--- config.mk ---
export PLATFORM = sky130hd
export DESIGN_NAME = tridiag_det_driver
export DESIGN_NICKNAME = d
export VERILOG_FILES = /design/src/rtl/tridiag_pkg.sv /design/src/rtl/tridiag_coef_regs.sv /design/src/rtl/tridiag_det_driver.sv
export SDC_FILE = /design/constraint.sdc
export NUM_CORES = 2
export LEC_CHECK = 0
export BUFFER_PORTS_ARGS = -buffer_cell sky130_fd_sc_hd__buf_2
export CORE_AREA = 2 2 323 325
export DETAILED_ROUTE_END_ITERATION = 10
export DIE_AREA = 0 0 325 327
export GPL_ROUTABILITY_DRIVEN = 0
export PLACE_DENSITY_LB_ADDON = 0.2
export SETUP_SLACK_MARGIN = 0.1
export SLEW_MARGIN = 5
export SYNTH_ARGS = -nofsm -noshare
export SYNTH_HDL_FRONTEND = slang
export SYNTH_SLANG_ARGS = --single-unit
--- constraint.sdc ---
create_clock -name clk -period 5.3 [get_ports clk]
set_input_delay 0.265 -clock clk [delete_from_list [all_inputs] [get_ports clk]]
set_output_delay 0.265 -clock clk [all_outputs]
set_load 0.02 [all_outputs]
--- src/rtl/tridiag_pkg.sv ---
// Shared definitions for the tridiagonal determinant driver: FSM state
// encoding, load-stream word count and the load-order segment bases.
package tridiag_pkg;

  typedef enum logic [2:0] {
    ST_LOAD,
    ST_START,
    ST_WAIT,
    ST_ACK,
    ST_DRAIN,
    ST_OUT
  } drv_state_t;

  // Words in one matrix load: b[0..N-1], a[0..N-2], c[0..N-2].
  function automatic int nwords(input int n);
    return 3 * n - 2;
  endfunction

  // Word index of the first element of each segment in the load stream.
  localparam int B_BASE = 0;

  function automatic int a_base(input int n);
    return n;
  endfunction

  function automatic int c_base(input int n);
    return 2 * n - 1;
  endfunction

endpackage

--- src/rtl/tridiag_coef_regs.sv ---
// Coefficient register banks. One word per write, steered by the load-stream
// index into the b, a or c bank; the banks drive the flat buses directly.
// rst clears every element synchronously.
module tridiag_coef_regs
  import tridiag_pkg::*;
#(
  parameter int N     = 16,
  parameter int WIDTH = 16,
  parameter int IDXW  = 6
) (
  input  logic                   clk,
  input  logic                   rst,
  input  logic                   we,
  input  logic [IDXW-1:0]        idx,
  input  logic [WIDTH-1:0]       wdata,
  output logic [WIDTH*(N-1)-1:0] a_flat,
  output logic [WIDTH*N-1:0]     b_flat,
  output logic [WIDTH*(N-1)-1:0] c_flat
);

  localparam int A_BASE = a_base(N);
  localparam int C_BASE = c_base(N);

  // Packed banks: element k sits at bits [WIDTH*(k+1)-1 : WIDTH*k].
  logic [N-1:0][WIDTH-1:0] b_q;
  logic [N-2:0][WIDTH-1:0] a_q;
  logic [N-2:0][WIDTH-1:0] c_q;

  assign b_flat = b_q;
  assign a_flat = a_q;
  assign c_flat = c_q;

  for (genvar k = 0; k < N; k++) begin : g_b
    // b[k] captures the word whose stream index is B_BASE+k.
    always_ff @(posedge clk) begin
      if (rst)
        b_q[k] <= '0;
      else if (we && idx == IDXW'(B_BASE + k))
        b_q[k] <= wdata;
    end
  end

  for (genvar k = 0; k < N - 1; k++) begin : g_ac
    // a[k] captures the word whose stream index is A_BASE+k.
    always_ff @(posedge clk) begin
      if (rst)
        a_q[k] <= '0;
      else if (we && idx == IDXW'(A_BASE + k))
        a_q[k] <= wdata;
    end

    // c[k] captures the word whose stream index is C_BASE+k.
    always_ff @(posedge clk) begin
      if (rst)
        c_q[k] <= '0;
      else if (we && idx == IDXW'(C_BASE + k))
        c_q[k] <= wdata;
    end
  end

endmodule

--- src/rtl/tridiag_det_driver.sv ---
// Initiator-side controller for the tridiagonal determinant engine.
// Collects 3N-2 coefficient words, pulses start, waits for done, captures
// det, pulses ack, waits for done to fall, then offers the result on a
// valid/ready port. Optional watchdog: define TRIDIAG_DRV_TIMEOUT_EN to abort
// a WAIT that lasts TIMEOUT cycles with res_err=1 and res_data=0.
module tridiag_det_driver
  import tridiag_pkg::*;
#(
  parameter int N       = 16,
  parameter int WIDTH   = 16,
  parameter int TIMEOUT = 64
) (
  input  logic                   clk,
  input  logic                   rst,
  input  logic                   in_valid,
  output logic                   in_ready,
  input  logic [WIDTH-1:0]       in_data,
  output logic [WIDTH*(N-1)-1:0] a_flat,
  output logic [WIDTH*N-1:0]     b_flat,
  output logic [WIDTH*(N-1)-1:0] c_flat,
  output logic                   start,
  input  logic                   done,
  input  logic [2*WIDTH-1:0]     det,
  output logic                   ack,
  output logic                   res_valid,
  input  logic                   res_ready,
  output logic [2*WIDTH-1:0]     res_data,
  output logic                   res_err,
  output logic                   busy
);

  localparam int NW   = nwords(N);
  localparam int IDXW = $clog2(NW);

  if (N < 3 || N > 16 || WIDTH < 1 || WIDTH > 16 || TIMEOUT < 1) begin : g_bad_param
    $error("tridiag_det_driver: illegal parameter set");
  end

  drv_state_t      state;
  logic [IDXW-1:0] idx;
  logic            we;

  assign in_ready = (state == ST_LOAD);
  assign busy     = (state != ST_LOAD);
  assign we       = in_valid & in_ready;

  tridiag_coef_regs #(
    .N     (N),
    .WIDTH (WIDTH),
    .IDXW  (IDXW)
  ) u_coef (
    .clk    (clk),
    .rst    (rst),
    .we     (we),
    .idx    (idx),
    .wdata  (in_data),
    .a_flat (a_flat),
    .b_flat (b_flat),
    .c_flat (c_flat)
  );

`ifdef TRIDIAG_DRV_TIMEOUT_EN
  localparam int TOW = $clog2(TIMEOUT + 1);
  logic [TOW-1:0] wait_cnt;
  logic           err_q;
  assign res_err = err_q;
`else
  assign res_err = 1'b0;
`endif

  // Handshake FSM; start/ack are one-cycle pulses raised on entry to their state.
  always_ff @(posedge clk) begin
    if (rst) begin
      state     <= ST_LOAD;
      idx       <= '0;
      start     <= 1'b0;
      ack       <= 1'b0;
      res_valid <= 1'b0;
      res_data  <= '0;
`ifdef TRIDIAG_DRV_TIMEOUT_EN
      wait_cnt  <= '0;
      err_q     <= 1'b0;
`endif
    end else begin
      start <= 1'b0;
      ack   <= 1'b0;
      case (state)
        ST_LOAD: begin
          if (we) begin
            if (idx == IDXW'(NW - 1)) begin
              idx   <= '0;
              start <= 1'b1;
              state <= ST_START;
            end else begin
              idx <= idx + IDXW'(1);
            end
          end
        end
        ST_START: begin
`ifdef TRIDIAG_DRV_TIMEOUT_EN
          wait_cnt <= '0;
`endif
          state <= ST_WAIT;
        end
        ST_WAIT: begin
          // A done already high here is fresh: DRAIN saw it low before START.
          if (done) begin
            res_data <= det;
`ifdef TRIDIAG_DRV_TIMEOUT_EN
            err_q    <= 1'b0;
`endif
            ack      <= 1'b1;
            state    <= ST_ACK;
          end
`ifdef TRIDIAG_DRV_TIMEOUT_EN
          else if (wait_cnt == TOW'(TIMEOUT - 1)) begin
            res_data  <= '0;
            err_q     <= 1'b1;
            res_valid <= 1'b1;
            state     <= ST_OUT;
          end else begin
            wait_cnt <= wait_cnt + TOW'(1);
          end
`endif
        end
        ST_ACK: begin
          state <= ST_DRAIN;
        end
        ST_DRAIN: begin
          // Engine drops done a cycle after leaving its result state.
          if (!done) begin
            res_valid <= 1'b1;
            state     <= ST_OUT;
          end
        end
        ST_OUT: begin
          if (res_ready) begin
            res_valid <= 1'b0;
            state     <= ST_LOAD;
          end
        end
        default: state <= ST_LOAD;
      endcase
    end
  end

endmodule

==> results.json <==
{
  "synth_nets": 2780,
  "grt_pass1_vias": 22000,
  "worst_pin_slew_ns": 1.28,
  "fp.dieH_um": 327,
  "viasPerCell": 4.45,
  "overflow": 0,
  "p_seq_share_pct": 45.6,
  "min_path_type": "in2reg",
  "final.min_clock_period_ns": 3.10,
  "fp.dieArea_um2": 106000,
  "power_density_nw_per_um2": 334,
  "p_clk_share_pct": 50.2,
  "core_um2": 103000,
  "yosysTopAreaCell": "dfxtp_1",
  "wl_um": 112000,
  "path_max_fanout": 16,
  "synth_cells": 2723,
  "antenna_found_initial": 5,
  "p_sw_mw": 2.97,
  "postPlaceCellArea_um2": 35100,
  "antenna_left": 0,
  "intPower_mw": 9.96,
  "postCtsSetupRepairBufs": 0,
  "dr.first_iter.drc_count": 1165,
  "ys_types": 40,
  "critPathKind": "reg2reg",
  "rsz0062_at_grt": "false",
  "die_x_um": 325,
  "drt-pass1-iter-count": 4,
  "async_flop_share_pct": 0,
  "syn_area_um2": 29900,
  "ys.flop_type": "dfxtp_1",
  "hold_viol": 0,
  "fillers": 10400,
  "timing.final.ws_setup_ns": 2.20,
  "worstPathRequired_ns": 5.86,
  "maxSlewHeadroom_pct": 14.9,
  "final_cell_mix": "824 x buf_2, 780 x dfxtp_1, 721 x mux2i_1, 720 x nand2b_1, 92 x clkbuf_16",
  "yosysSeqAreaShare_pct": 52.3,
  "syn_to_final_growth_pct": 29.4,
  "max_freq_mhz": 323,
  "setup_viol": 0,
  "pin_count": 827,
  "stdcell_area_um2": 38700,
  "cp.arrival_ns": 3.65,
  "track_usage_pct": 20.3,
  "cts_tree": "built",
  "cts_inserted_buffers": 91,
  "dp_slack_ns": 2.18,
  "h-tree-depth": 3,
  "cts_resized": 0,
  "start_util_pct": 29.0,
  "grt_pass1_wl_um": 159000,
  "combPwrFrac_pct": 4.2,
  "place_hpwl_um": 70700,
  "grt_max_degree": 244,
  "clock_path_buffers": 3,
  "ys_warn_count": 0,
  "endpoint_kind": "register",
  "report.final.slew_viol_count": 0,
  "period_share_pct": 58.4,
  "vias": 21900,
  "synth.avg_cell_area_um2": 11.0,
  "clkTransAtPathRegs_ns": 0.06,
  "cts_num_sinks": 780,
  "ir_drop_mv": 0.249,
  "core.rowCount": 118,
  "synth_top_area_share_pct": 52.3,
  "setup-tns-final_ns": 0,
  "clock_latency_ns": 0.65,
  "ys_ff_latch": 780,
  "synth-edff-count": 0,
  "swShare_pct": 23.0,
  "cap_viol_max_count": 0,
  "netlist_top_cells_area": "dfxtp_1 52%, mux2i_1 24%, nand2b_1 15%",
  "wire_per_inst_um": 22.7,
  "critPathLaunchType": "register",
  "drive_above_1_share_pct": 29.7,
  "root_buffer": "clkbuf_16",
  "status": "finished clean",
  "p_leak_nw": 21.1,
  "drcViolationCount": 0,
  "layout_commonest_cell": "buf_2",
  "power_mw": 12.9,
  "finClkSkew_ns": 0.0238,
  "io_buffers": 825,
  "final_core_util_pct": 37.6,
  "nets": 3521
}
==> area by class of cell <==
class,instances,area (µm²),share of cell area [%]
diodes,2,5.00,0.0129
clock buffers,137,2790,7.22
clock inverters,31,318,0.822
inverters,4,15.0,0.0388
multi-input cells,1687,13400,34.5
flip-flops and latches,780,15600,40.4
well taps,1380,1730,4.46
repair buffers,900,4850,12.6
==> Yosys cell counts, drive strengths merged, types with 3 or more instances <==
master / count
ha: 4
a21oi: 41
o21ai: 4
nor2: 3
mux2i: 721
and3b: 8
dfxtp: 780
a22o: 16
nand2: 73
nand2b: 736
and3: 5
or3: 3
nor3b: 5
clkbuf: 189
buf: 63
inv: 4
nor4b: 3
nand3: 45
==> timing repair <==
item,in CTS,in global routing
hold buffers,51,0
endpoints found under the setup margin,0,0
hold endpoints to repair,51,0
==> kinds of logic after synthesis <==
kind of cell | synth area share, %
compound gates | 1.35
xor+xnor | 0.0293
fa+ha+maj | 0.167
buf+inv | 3.55
flops | 52.3
mux | 24.2
other cells | 0.0125
simple gates | 18.5
==> critical path: stages, from the launching register on <==
cell     delay [ns]
dfxtp_1        0.47
nor4b_4        0.86
buf_4          0.40
nand3_1        0.83
mux2i_1        0.41
==> routing by layer <==
metal / wire length [µm] / GRT usage [%] / up-vias / part of all wire (%)
met4: 4140 / 8.23 / 6 / 3.7
li1: - / - / 10500 / -
met2: 54500 / 35.0 / 621 / 49
met3: 5950 / 4.74 / 170 / 5.3
met1: 47000 / 24.3 / 10600 / 42
met5: 38 / 0 / - / 0.034
==> state kept, by name, indices dropped and copies added, names as in the netlist <==
signal         count
u_coef.a_flat    240
res_data          32
res_valid          1
start              1
u_coef.b_flat    256
ack                1
state              3
idx                6
u_coef.c_flat    240
==> worst paths after layout <==
kind,cells past startpoint,slack [ns],startpoint,endpoint
setup / recovery,4,2.20,state[0]$_SDFFE_PP0P_,u_coef.a_flat[164]$_SDFFE_PP0P_
hold reg to reg,2,0.45,res_data[8]$_SDFFE_PP0P_,res_data[8]$_SDFFE_PP0P_
hold / removal,2,0.14,rst,res_data[11]$_SDFFE_PP0P_
setup reg to reg,4,2.20,state[0]$_SDFFE_PP0P_,u_coef.a_flat[164]$_SDFFE_PP0P_
==> stage by stage <==
stage,cells,hold WS [ns]
after floorplan,2723,0.391
after global placement,4700,0.439
after detailed placement,4700,0.445
after CTS,4919,0.0782
after global routing,4919,0.141
final,4921,0.143
==> power by group through the flow <==
stage	Sequential [mW]	Clock, mW	Combinational (mW)
after CTS	5.90	6.67	0.554
after global routing	5.90	6.92	0.572
final	5.90	6.48	0.544
after global placement	6.03	0	0.526
after floorplan	6.05	0	0.273
after detailed placement	6.03	0	0.522
No activity file was read; power rests on OpenSTA's default activity.
